[src/rtl/ws2812b_pkg.sv]
// Shared types and constants for the WS2812B stream transmitter.
// Default timings assume a 50 MHz clock (20 ns per cycle).
package ws2812b_pkg;

  typedef enum logic [2:0] {
    IDLE,
    WAIT,
    HIGH,
    LOW,
    LATCH
  } state_t;

  localparam int ORDER_GRB = 0;
  localparam int ORDER_RGB = 1;

  localparam int DEF_T0H          = 18;
  localparam int DEF_T0L          = 40;
  localparam int DEF_T1H          = 35;
  localparam int DEF_T1L          = 30;
  localparam int DEF_TRESET       = 3000;
  localparam int DEF_UNDERRUN_CYC = 1500;

  function automatic int max_int(input int a, input int b);
    return (a > b) ? a : b;
  endfunction

endpackage

[src/rtl/ws2812b_symbol_timer.sv]
// Loadable down-counter that holds the line level for a fixed number of cycles;
// last is high on the final cycle of the loaded duration.
module ws2812b_symbol_timer
  import ws2812b_pkg::*;
#(
  parameter int W = 8
) (
  input  logic         clk,
  input  logic         reset,
  input  logic         load,
  input  logic [W-1:0] dur,
  input  logic         level,
  output logic         out,
  output logic         last
);

  logic [W-1:0] cnt;

  always_ff @(posedge clk) begin
    if (reset) begin
      cnt <= '0;
      out <= 1'b0;
    end else if (load) begin
      cnt <= dur - 1'b1;
      out <= level;
    end else if (cnt != '0) begin
      cnt <= cnt - 1'b1;
    end
  end

  assign last = (cnt == '0);

endmodule

[src/rtl/ws2812b_stream_tx.sv]
// WS2812B driver fed by a valid/ready pixel stream, with a one-pixel holding
// buffer, global brightness scaling, selectable colour order and underrun abort.
module ws2812b_stream_tx
  import ws2812b_pkg::*;
#(
  parameter int NLEDS        = 64,
  parameter int T0H          = DEF_T0H,
  parameter int T0L          = DEF_T0L,
  parameter int T1H          = DEF_T1H,
  parameter int T1L          = DEF_T1L,
  parameter int TRESET       = DEF_TRESET,
  parameter int UNDERRUN_CYC = DEF_UNDERRUN_CYC,
  parameter int ORDER        = ORDER_GRB
) (
  input  logic        CLOCK_50,
  input  logic        reset,
  input  logic        start,
  input  logic [7:0]  bright,
  input  logic [23:0] pix_data,
  input  logic        pix_valid,
  output logic        pix_ready,
  output logic        dout,
  output logic        busy,
  output logic        done,
  output logic        underrun
);

  localparam int MAXT = max_int(max_int(max_int(T0H, T0L), max_int(T1H, T1L)), TRESET);
  localparam int MAXV = max_int(max_int(NLEDS, UNDERRUN_CYC), MAXT);
  localparam int CW   = $clog2(MAXV) + 1;
  localparam logic [CW-1:0] NLEDS_C    = CW'(NLEDS);
  localparam logic [CW-1:0] STALL_LAST = CW'(UNDERRUN_CYC - 1);

  state_t        state, next_state;
  logic [7:0]    bright_q;
  logic [23:0]   buf_data, shreg, pix_src, load_word;
  logic [7:0]    r_s, g_s, b_s;
  logic          buf_full, xfer, avail;
  logic [4:0]    bit_idx;
  logic [CW-1:0] acc_cnt, sent_cnt, stall_cnt;
  logic          accept_start, do_load, do_shift, done_set, underrun_set;
  logic          tmr_load, tmr_lvl, tmr_last;
  logic [CW-1:0] tmr_dur;

  // (c * (bright+1)) >> 8 keeps full scale at bright=255 and zero at bright=0.
  function automatic logic [7:0] scale(input logic [7:0] c, input logic [7:0] b);
    logic [15:0] prod;
    prod = {8'd0, c} * ({8'd0, b} + 16'd1);
    return prod[15:8];
  endfunction

  function automatic logic [CW-1:0] high_dur(input logic b);
    return b ? CW'(T1H) : CW'(T0H);
  endfunction

  function automatic logic [CW-1:0] low_dur(input logic b);
    return b ? CW'(T1L) : CW'(T0L);
  endfunction

  assign busy      = (state != IDLE);
  assign pix_ready = busy && (state != LATCH) && !buf_full && (acc_cnt < NLEDS_C);
  assign xfer      = pix_valid && pix_ready;
  // A pixel arriving this cycle is usable at once, so a load never waits on the buffer register.
  assign avail     = buf_full || xfer;
  assign pix_src   = buf_full ? buf_data : pix_data;

  assign r_s       = scale(pix_src[23:16], bright_q);
  assign g_s       = scale(pix_src[15:8],  bright_q);
  assign b_s       = scale(pix_src[7:0],   bright_q);
  assign load_word = (ORDER == ORDER_RGB) ? {r_s, g_s, b_s} : {g_s, r_s, b_s};

  always_ff @(posedge CLOCK_50) begin
    if (reset) state <= IDLE;
    else       state <= next_state;
  end

  always_comb begin
    next_state   = state;
    accept_start = 1'b0;
    do_load      = 1'b0;
    do_shift     = 1'b0;
    done_set     = 1'b0;
    underrun_set = 1'b0;
    tmr_load     = 1'b0;
    tmr_lvl      = 1'b0;
    tmr_dur      = '0;
    unique case (state)
      IDLE: begin
        if (start && !done) begin
          accept_start = 1'b1;
          next_state   = WAIT;
        end
      end
      WAIT: begin
        if (avail) begin
          do_load    = 1'b1;
          tmr_load   = 1'b1;
          tmr_lvl    = 1'b1;
          tmr_dur    = high_dur(load_word[23]);
          next_state = HIGH;
        end else if (sent_cnt != '0 && stall_cnt == STALL_LAST) begin
          underrun_set = 1'b1;
          tmr_load     = 1'b1;
          tmr_dur      = CW'(TRESET);
          next_state   = LATCH;
        end
      end
      HIGH: begin
        if (tmr_last) begin
          tmr_load   = 1'b1;
          tmr_dur    = low_dur(shreg[23]);
          next_state = LOW;
        end
      end
      LOW: begin
        if (tmr_last) begin
          if (bit_idx != 5'd0) begin
            do_shift   = 1'b1;
            tmr_load   = 1'b1;
            tmr_lvl    = 1'b1;
            tmr_dur    = high_dur(shreg[22]);
            next_state = HIGH;
          end else if (sent_cnt == NLEDS_C) begin
            tmr_load   = 1'b1;
            tmr_dur    = CW'(TRESET);
            next_state = LATCH;
          end else if (avail) begin
            do_load    = 1'b1;
            tmr_load   = 1'b1;
            tmr_lvl    = 1'b1;
            tmr_dur    = high_dur(load_word[23]);
            next_state = HIGH;
          end else begin
            next_state = WAIT;
          end
        end
      end
      LATCH: begin
        if (tmr_last) begin
          done_set   = 1'b1;
          next_state = IDLE;
        end
      end
      default: next_state = IDLE;
    endcase
  end

  always_ff @(posedge CLOCK_50) begin
    if (reset) begin
      buf_full  <= 1'b0;
      acc_cnt   <= '0;
      sent_cnt  <= '0;
      stall_cnt <= '0;
      bit_idx   <= '0;
      done      <= 1'b0;
      underrun  <= 1'b0;
    end else begin
      done      <= done_set;
      underrun  <= underrun_set;
      stall_cnt <= (state == WAIT) ? stall_cnt + 1'b1 : '0;
      if (accept_start) begin
        buf_full <= 1'b0;
        acc_cnt  <= '0;
        sent_cnt <= '0;
      end else begin
        if (do_load)   buf_full <= 1'b0;
        else if (xfer) buf_full <= 1'b1;
        if (xfer)    acc_cnt  <= acc_cnt + 1'b1;
        if (do_load) sent_cnt <= sent_cnt + 1'b1;
      end
      if (do_load)       bit_idx <= 5'd23;
      else if (do_shift) bit_idx <= bit_idx - 5'd1;
    end
  end

  always_ff @(posedge CLOCK_50) begin
    if (accept_start) bright_q <= bright;
    if (xfer)         buf_data <= pix_data;
    if (do_load)       shreg <= load_word;
    else if (do_shift) shreg <= {shreg[22:0], 1'b0};
  end

  ws2812b_symbol_timer #(.W(CW)) u_timer (
    .clk   (CLOCK_50),
    .reset (reset),
    .load  (tmr_load),
    .dur   (tmr_dur),
    .level (tmr_lvl),
    .out   (dout),
    .last  (tmr_last)
  );

endmodule
[config.mk]
export PLATFORM = sky130hd
export DESIGN_NAME = ws2812b_stream_tx
export DESIGN_NICKNAME = d
export VERILOG_FILES = /design/src/rtl/ws2812b_pkg.sv /design/src/rtl/ws2812b_symbol_timer.sv /design/src/rtl/ws2812b_stream_tx.sv
export SDC_FILE = /design/constraint.sdc
export NUM_CORES = 1
export LEC_CHECK = 0
export CELL_PAD_IN_SITES_DETAIL_PLACEMENT = 0
export CELL_PAD_IN_SITES_GLOBAL_PLACEMENT = 2
export CORE_ASPECT_RATIO = 2
export CORE_MARGIN = 2
export CORE_UTILIZATION = 44
export DETAILED_ROUTE_END_ITERATION = 12
export HOLD_SLACK_MARGIN = 0.12
export MAX_ROUTING_LAYER = met4
export PLACE_DENSITY_LB_ADDON = 0.1
export SYNTH_ARGS = -nofsm -noshare
export SYNTH_HDL_FRONTEND = slang
export SYNTH_SLANG_ARGS = --single-unit
[constraint.sdc]
create_clock -name CLOCK_50 -period 12.7 [get_ports CLOCK_50]
set_clock_uncertainty 0.05 [all_clocks]
set_input_delay 1.27 -clock CLOCK_50 [delete_from_list [all_inputs] [get_ports CLOCK_50]]
set_output_delay 1.27 -clock CLOCK_50 [all_outputs]
set_load 0.005 [all_outputs]
After elaboration in Yosys (flattened, before gate mapping)
Cells that the tools add are included.

operators by class
  add/subtract/negate cells = 7
  multiply operators = 3
  $lt $le $gt $ge = 1
  eq/ne operators = 12
  multiplexer cells = 48
  bitwise logic cells = 2
  reduce and logical (&&, ||, !) cells = 24

operators by type and width
  operator                 count
  $mux W24                 3
  $mux W12                 5
  $add A13 B1 Y13 const B  3
  $pmux W12 S3             1
  $mul A8 B16 Y16          2
  $mux W6                  5
  $mux W13                 2
  $reduce_bool A13 Y1      2
  $mux W3                  8
  $mux W1                  17
  $mul A8 B9 Y16           1
  $pmux W3 S5              1
  $eq A13 B11 Y1 const B   1
  $eq A13 B7 Y1 const B    1
  $logic_not A13 Y1        1
  $lt A13 B7 Y1 const B    1
  $sub A12 B1 Y13 const B  1
  $sub A13 B1 Y13 const B  1
  $mux W5                  2
  $add A8 B1 Y9 const B    1
  $ne A2 B2 Y1 const B     4
  $reduce_or A2 Y1         4
  $eq A3 B2 Y1 const B     2
  $logic_and A1 B1 Y1      6
  other kinds (16)         22

storage, ports and cells
  register bits = 120
  input port bits = 36
  output and inout port bits = 5
  word-level logic and storage cells = 111

Longest topological paths before layout
Gate-level depths: netlist of the first run.

  depth after elaboration = 13
  gate-level depth with buffers = 26

Modules after synthesis
A second synthesis of the first run with hierarchy kept.

unflattened totals
  cells, all modules = 1272
  area, all modules = 11757.5 um^2

by module, submodules not included
  module                times used  cells an instance  area an instance (um^2)  sequential area each (um^2)
  ws2812b_stream_tx     1           1169               10841.6                  2682.6
  ws2812b_symbol_timer  1           103                915.9                    280.3

Least setup slack after synthesis of the first run
No wires, ideal clock.

  path type = flip-flop to flip-flop
  start = reg buf_full
  end = reg u_timer.cnt[12]
  library setup time = 0.086 ns
  arrival = 6.948 ns
  required time = 12.564 ns
  slack = 5.616 ns
  cell stages (with the launch flop) = 26
  clock period less this slack = 7.084 ns
  cell sequence = dfxtp_1 > clkbuf_1 > buf_1 > clkbuf_1 > mux2_2 > nand2_1 > fa_1 > fa_1 > inv_1 > fa_1 > inv_1 > fa_1 > inv_1 > ha_1 > nand4b_1 > a2111oi_0 > o2111a_1 > o32ai_1 > mux2i_1 > a22o_1 > a31oi_1 > ha_1 > o211a_1 > nand2_1 > or4_1 > a211oi_1

on the way
  cells in the longest elaborated chain, start to end = 12
  elaborated cells between the ends (all ways) = 23
  those cells by class = add/sub (1); mul (1); mux (15); reduce/logical (6)

RTL lines
  what                                                                      RTL line                    RTL
  start: declaration                                                        ws2812b_stream_tx.sv:38     logic buf_full, xfer, avail;
  start signal: assignment                                                  ws2812b_stream_tx.sv:150    buf_full <= 1'b0;
  start signal: assignment                                                  ws2812b_stream_tx.sv:162    buf_full <= 1'b0;
  start signal: assignment                                                  ws2812b_stream_tx.sv:166    if (do_load) buf_full <= 1'b0;
  parallel branches: the longest is 12 deep, another holds $mul A8 B16 Y16  --
  end signal: assignment                                                    ws2812b_symbol_timer.sv:24  cnt <= dur - 1'b1;
  end signal: assignment                                                    ws2812b_symbol_timer.sv:27  cnt <= cnt - 1'b1;
  end: declaration                                                          ws2812b_symbol_timer.sv:17  logic [W-1:0] cnt;

Parallel ways; which one is timed is not known.
A chain may end at the register's enable or synchronous reset.

Worst setup path in the final report of the first run
  start = reg bright_q[0]
  end = reg u_timer.cnt[12]

on the way
  cells in the longest elaborated chain, start to end = 10
  elaborated cells between the ends (all ways) = 11
  those cells by class = add/sub (2); mul (1); mux (8)

RTL lines
  what                      RTL line                    RTL
  start: declaration        ws2812b_stream_tx.sv:35     logic [7:0] bright_q;
  start signal: assignment  ws2812b_stream_tx.sv:177    if (accept_start) bright_q <= bright;
  $add A8 B1 Y9 *           ws2812b_stream_tx.sv:48     prod = {8'd0, c} * ({8'd0, b} + 16'd1);
  $mul A8 B16 Y16 *         ws2812b_stream_tx.sv:48
  $mux W6 *                 ws2812b_stream_tx.sv:53     return b ? CW'(T1H) : CW'(T0H);
  $mux W6                   ws2812b_stream_tx.sv:127    end else if (avail) begin
  $mux W12                  ws2812b_stream_tx.sv:123    end else if (sent_cnt == NLEDS_C) begin
  $mux W12                  ws2812b_stream_tx.sv:117    if (bit_idx != 5'd0) begin
  $mux W12                  ws2812b_stream_tx.sv:116    if (tmr_last) begin
  $pmux W12 S3 *            ws2812b_stream_tx.sv:87     unique case (state)
  $sub A12 B1 Y13 *         ws2812b_symbol_timer.sv:24
  $mux W13 *                ws2812b_symbol_timer.sv:23  end else if (load) begin

Mark *: on every way between the ends. The rest lies on a longest branch, timed or not.

==> flow_metrics.tcl, run 1 <==
set metrics [dict create \
    synthesis.nets 1511 \
    crit_type "reg -> reg" \
    synth_seq_cells 120 \
    r2r_slack_ns 4.70 \
    critical_path_buf_inv_count 4 \
    setup_violations 0 \
    grt_pass1_vias 9349 \
    gp_congestion 0.8838 \
    whs_ns 0.4117 \
    post_cts_buffers 0 \
    cp_data_required_time_ns 13.01 \
    via_per_inst 5.263 \
    slew-limit-headroom_pct 27.66 \
    cp_max_fo 22 \
    clock_latency_ns 0.45 \
    fin_crit_ns 7.997 \
    power.leakage_nw 5.718 \
    synth-edff-count 56 \
    wl_per_cell_um 17.71 \
    finalPower_mw 3.652 \
    ios 41 \
    io_buffers 40 \
    cts_hold_buf 0 \
    rows 83 \
    cts_inserted_buffers 17 \
    design.die.area_sq_um 27530 \
    crit_path_top_delay_cell "edfxtp_1" \
    final_core_util_pct 50.55 \
    root_buffer "clkbuf_16" \
    syn_avg_cell_area_sq_um 9.187 \
    final_cell_mix "160 x inv_1, 153 x nor2_1, 149 x nand2_1" \
    coreArea_sq_um 25650 \
    yosysWarnings 0 \
    placed_cells 1616 \
    nNetsFinal 1554 \
    worst_r2r_path_depth 24 \
    cp-start-kind "register" \
    synth_cell_types 66 \
    cp_data_arrival_time_ns 8.30 \
    fmax_ghz 0.1251 \
    synth_top_area_share_pct 20.89 \
    route.detailed.drc 0 \
    cap_violations 0 \
    die_x_um 118.3 \
    layout-drive-gt1-share_pct 7.110 \
    fin_cells 1648 \
    antenna_found_initial 0 \
    syn2layout_area_growth_pct 12.74 \
    async_flop_share_pct 0 \
    endpoint_kind "register" \
    yosysSeqAreaShare_pct 25.76 \
    syn-cell-area_sq_um 11500 \
    tightest_slew_ns 1.077 \
    diodes 0 \
    drtIter0Drc 380 \
    die_h_um 232.7 \
    ir_drop_mv 0.1462 \
    vias 8673 \
    ys.flop_type "dfxtp_1" \
    r2r_start "bright_q[0]" \
    clockBufferDepth 2 \
    grt_usage_pct 23.58 \
    cts_tree "built" \
    drv_slew 0 \
    post_cts_resized 0 \
    yosys-top-cells-area "fa_1 21%, edfxtp_1 15%, ha_1 11%" \
    status "complete, no violations" \
    critPathMaxStageDelay_ns 0.92 \
    path_clk_slew_ns 0.06 \
    holdPathStages 1 \
    drtPass1Iterations 5 \
    rsz0062_at_grt "no" \
    worst_r2r_endpoint "u_timer.cnt[12]" \
    synth_top_cell_by_area "fa_1" \
    layout_commonest_cell "inv_1" \
    finalSetupTns_ns 0 \
    holdCritStartpoint "acc_cnt[8]" \
    clock_sinks 120 \
    syn_inst 1252 \
    powerDensity_nw_per_um2 281.6 \
    wl_mm 29.19 \
    min_path_type "reg -> reg" \
    hold_path_end "acc_cnt[8]" \
    cp_top_family "adder cells" \
    cp_common_cell "fa_1" \
    grt_pass1_wl_mm 48.60 \
    grt_max_degree 52 \
    htree_num_levels 4 \
    fin_crit_sh_pct 62.97 \
    antenna_left 0 \
    gr-total-overflow 0 \
    dp_hpwl_mm 22.93 \
    finalHoldViolations 0 \
    start_util_pct 44.84 \
    crit_chain "nand3_1 > xor2_1 > buf_4 > or2_2 > fa_1 > fa_1 > inv_1 > fa_1 > inv_1 > fa_1 > inv_1 > ha_1 > nand4b_1 > a2111oi_0 > o2111a_1 > o32ai_1 > mux2i_1 > a22o_1 > a31oi_1 > ha_1 > o211a_1 > nand2_1 > or4_1 > a211oi_1" \
]
==> power by group <==
group / internal (mW) / total [mW] / leakage [nW] / switching, mW
Combinational: 1.14 / 2.63 / 4.39 / 1.49
Sequential: 0.475 / 0.521 / 1.03 / 0.0469
Clock: 0.309 / 0.501 / 0.299 / 0.192
Total: 1.92 / 3.65 / 5.72 / 1.73
==> worst max-delay path by stage <==
stage / from / endpoint / slack, ns / cells after the start
after detailed placement: pix_data[10] / u_timer.cnt[12] / 4.42 / 23
after CTS: bright_q[0] / u_timer.cnt[12] / 4.76 / 24
after global routing: bright_q[0] / u_timer.cnt[12] / 4.16 / 24
after floorplan: buf_full / u_timer.cnt[12] / 5.62 / 25
final: bright_q[0] / u_timer.cnt[12] / 4.70 / 24
after global placement: pix_data[10] / u_timer.cnt[12] / 4.61 / 23
==> per-stage QoR <==
stage               area, sq um  worst slack [ns]
global placement          12360             4.607
global route              12970             4.158
floorplan                 11500             5.616
CTS                       12970             4.760
detailed placement        12360             4.422
finish                    12970             4.703
==> worst reg2reg max path, cell delays in order, from the launching register on <==
cell and delay, ns:
edfxtp_1 0.92, nand3_1 0.31, xor2_1 0.70, buf_4 0.31, or2_2 0.15, fa_1 0.40, fa_1 0.49, inv_1 0.05
fa_1 0.54, inv_1 0.06, fa_1 0.53, inv_1 0.04, ha_1 0.28, nand4b_1 0.09, a2111oi_0 0.56, o2111a_1 0.28
o32ai_1 0.15, mux2i_1 0.18, a22o_1 0.26, a31oi_1 0.34, ha_1 0.29, o211a_1 0.21, nand2_1 0.10, or4_1 0.40
a211oi_1 0.22
==> state kept, by name (all words and copies together), names as in the netlist <==
signal       cells
buf_full         1
buf_data        24
u_timer.cnt     13
bright_q         8
underrun         1
done             1
acc_cnt         13
bit_idx          5
stall_cnt       13
state            3
shreg           24
sent_cnt        13
u_timer.out      1
==> metal layers <==
| layer | vias to the layer above | global-route usage (%) | part of all wire, % |
|---|---|---|---|
| met2 | 142 | 44.60 | 57 |
| met3 | 35 | 3.456 | 2.6 |
| met4 | 0 | 7.869 | 2.0 |
| met5 | - | - | 0 |
| met1 | 4290 | 24.75 | 39 |
| li1 | 4206 | - | - |
==> cell type report <==
| cell class | count | area [sq um] |
|---|---|---|
| Clock inverter | 8 | 80.08 |
| Tap cell | 340 | 425.4 |
| Inverter | 161 | 604.3 |
| Sequential cell | 120 | 2964 |
| Timing Repair Buffer | 60 | 550.5 |
| Multi-Input combinational cell | 935 | 7819 |
| Clock buffer | 24 | 524.3 |
| Fill cell | 2547 | 12680 |
==> cells in the mapped netlist, types with 4 or more instances <==
| cell | instances |
|---|---|
| nand4_1 | 12 |
| mux2_2 | 17 |
| inv_1 | 160 |
| nand3_1 | 15 |
| nand2_1 | 149 |
| nand2b_1 | 11 |
| edfxtp_1 | 56 |
| a21oi_1 | 38 |
| mux2i_1 | 20 |
| a2111oi_0 | 4 |
| and3_1 | 9 |
| nor2b_1 | 11 |
| nor4b_1 | 4 |
| or2_2 | 14 |
| o21ai_0 | 42 |
| fa_1 | 120 |
| ha_1 | 103 |
| nor2_1 | 153 |
| nor3_1 | 13 |
| clkbuf_1 | 32 |
| and2_1 | 30 |
| xor2_1 | 41 |
| or4_1 | 4 |
| xnor2_1 | 38 |
| dfxtp_1 | 64 |
| nor4_1 | 9 |
| or3_1 | 15 |
==> logic make-up after synthesis <==
group           after synthesis  synth area share [%]
simple gates                463                 18.84
fa+ha+maj                   223                 32.09
buf+inv                     197                 6.451
compound gates              133                 7.441
flops                       120                 25.76
xor+xnor                     79                 6.015
mux                          37                 3.405
No activity file was read; power rests on OpenSTA's default activity.
==> run 2, diff against run 1 <==
Settings changed: CORE_UTILIZATION 44 to 40.
Clock period 12.7 ns to 8.05 ns, I/O delays scaled along.
==> run 2 against run 1 <==
Combinational power grew 60%. Sequential cell count is the same. Final cell count grew 1.6%. Wire length grew 3.7%. Design area grew 0.72%. Critical path type unchanged. Clock power grew 57%. First-iteration DRC count grew 4.2%. Critical path depth is the same.
==> flow_metrics.tcl, run 2 (synthesis gave the netlist of run 1 again) <==
set metrics [dict create \
    nNetsFinal 1565 \
    crit_path_top_delay_cell "edfxtp_1" \
    tightest_slew_ns 0.9500 \
    rows 87 \
    place_ws_ns 0.5803 \
    drtIter0Drc 396 \
    fmax_ghz 0.1403 \
    drv_slew 0 \
    cp-start-kind "register" \
    cp_data_arrival_time_ns 7.43 \
    gr-total-overflow 0 \
    grt_usage_pct 22.15 \
    finalPower_mw 5.814 \
    finalHoldViolations 0 \
    layout_commonest_cell "inv_1" \
    crit_chain "ha_1 > nand3_1 > xor2_1 > or2_2 > fa_1 > fa_1 > inv_1 > fa_1 > inv_1 > fa_1 > inv_1 > ha_1 > nand4b_1 > a2111oi_0 > o2111a_1 > o32ai_1 > mux2i_1 > a22o_1 > a31oi_1 > ha_1 > o211a_1 > nand2_1 > or4_1 > a211oi_1" \
    cap_violations 0 \
    power.leakage_nw 5.760 \
    fin_crit_sh_pct 88.56 \
    post_cts_resized 0 \
    crit_type "reg -> reg" \
    htree_num_levels 4 \
    rsz0062_at_grt "no" \
    placed_cell_area_sq_um 12460 \
    clock_latency_ns 0.44 \
    critPathMaxStageDelay_ns 0.61 \
    via_per_inst 5.226 \
    die_x_um 123.9 \
    path_clk_slew_ns 0.06 \
    top_regs "buf_data x24, shreg x24" \
    cts_tree "built" \
    endpoint_kind "register" \
    fin_crit_ns 7.129 \
    setup_violations 0 \
    syn2layout_area_growth_pct 13.55 \
    grt_pass1_vias 9391 \
    die_h_um 243.8 \
    ios 41 \
    worst_r2r_path_depth 24 \
    min_path_type "reg -> reg" \
    root_buffer "clkbuf_16" \
    grt_pass1_wl_mm 48.74 \
    design.die.area_sq_um 30210 \
    powerDensity_nw_per_um2 445.2 \
    route.detailed.drc 0 \
    wl_per_cell_um 18.06 \
    holdPathStages 1 \
    start_util_pct 40.64 \
    cp_data_required_time_ns 8.35 \
    clockBufferDepth 2 \
    final_cell_mix "160 x inv_1, 153 x nor2_1, 149 x nand2_1" \
    gp_congestion 0.8208 \
    coreArea_sq_um 28300 \
    wl_mm 30.26 \
    finalSetupTns_ns 0 \
    post_cts_buffers 0 \
    io_buffers 40 \
    slew-limit-headroom_pct 36.43 \
    layout-drive-gt1-share_pct 7.961 \
    setup_ws_ns 0.9211 \
    cts_inserted_buffers 17 \
    diodes 0 \
    cp_common_cell "fa_1" \
    clock_sinks 120 \
    placed_cells 1643 \
    grt_max_degree 33 \
    fin_cells 1675 \
    drtPass1Iterations 5 \
    cts_hold_buf 0 \
    design_area_sq_um 13060 \
    antenna_left 0 \
    status "complete, no violations" \
    cp_max_fo 13 \
    ir_drop_mv 0.2481 \
    antenna_found_initial 0 \
    vias 8754 \
    dp_hpwl_mm 24.45 \
]
## run 2: cell count changes in the layout (fill, tap and decap cells not counted), moves of 2 or more
cell,change
inv_8,+2
clkbuf_8,-3
buf_4,+11
inv_4,-3
inv_6,+6
clkbuf_1,-2
## run 2: worst paths after layout
kind                                   from               to  slack [ns]
worst max-delay path            bright_q[0]  u_timer.cnt[12]        0.92
worst min-delay path             acc_cnt[7]       acc_cnt[7]        0.41
worst max register to register  bright_q[0]  u_timer.cnt[12]        0.92
worst min register to register   acc_cnt[7]       acc_cnt[7]        0.41
## run 2: per-stage QoR
step	util [%]	hold slack [ns]
4_1_cts	46.15	0.4146
2_1_floorplan	-	0.3800
3_3_place_gp	44.02	0.3920
6_report	46.15	0.4132
3_5_place_dp	44.02	0.3965
5_1_grt	46.15	0.4336
## run 2: report_power, final
group	leakage (nW)	switching, mW	internal, mW	total (mW)
registers	1.03	0.0787	0.748	0.827
logic	4.43	2.39	1.81	4.20
clock network	0.295	0.330	0.457	0.786
total	5.76	2.80	3.02	5.81
## run 2: routing by layer
layer / share of wire (%) / vias to the layer above / wire, um / global-route usage (%)
li1: - / 4233 / - / -
met1: 37 / 4326 / 11310 / 23.11
met2: 55 / 144 / 16780 / 39.93
met3: 2.6 / 51 / 783 / 3.020
met4: 4.6 / 0 / 1380 / 10.67
met5: 0 / - / 0 / -
## run 2: critical path: cells and delay by family, from the launching register on
| kind | cells | cell delay [ns] |
|---|---|---|
| fa+ha+maj | 7 | 2.88 |
| compound gates | 7 | 1.84 |
| simple gates | 5 | 1.12 |
| flops | 1 | 0.61 |
| xor+xnor | 1 | 0.19 |
| mux | 1 | 0.18 |
| buf+inv | 3 | 0.16 |
## run 2: layout make-up
class                      instances  area (sq um)
fill                            2842         15240
multi-input combinational        935          7811
sequential                       120          2964
timing repair buffer              71         633.1
inverter                         161         604.3
clock buffer                      18         450.4
tap                              356         445.4
clock inverter                    14         152.6
==> run 3, diff against run 2 <==
Settings changed: CTS_CLUSTER_DIAMETER set to 80.
==> results of run 3 <==
The final DEF is identical to that of run 2; final timing and power are the same.
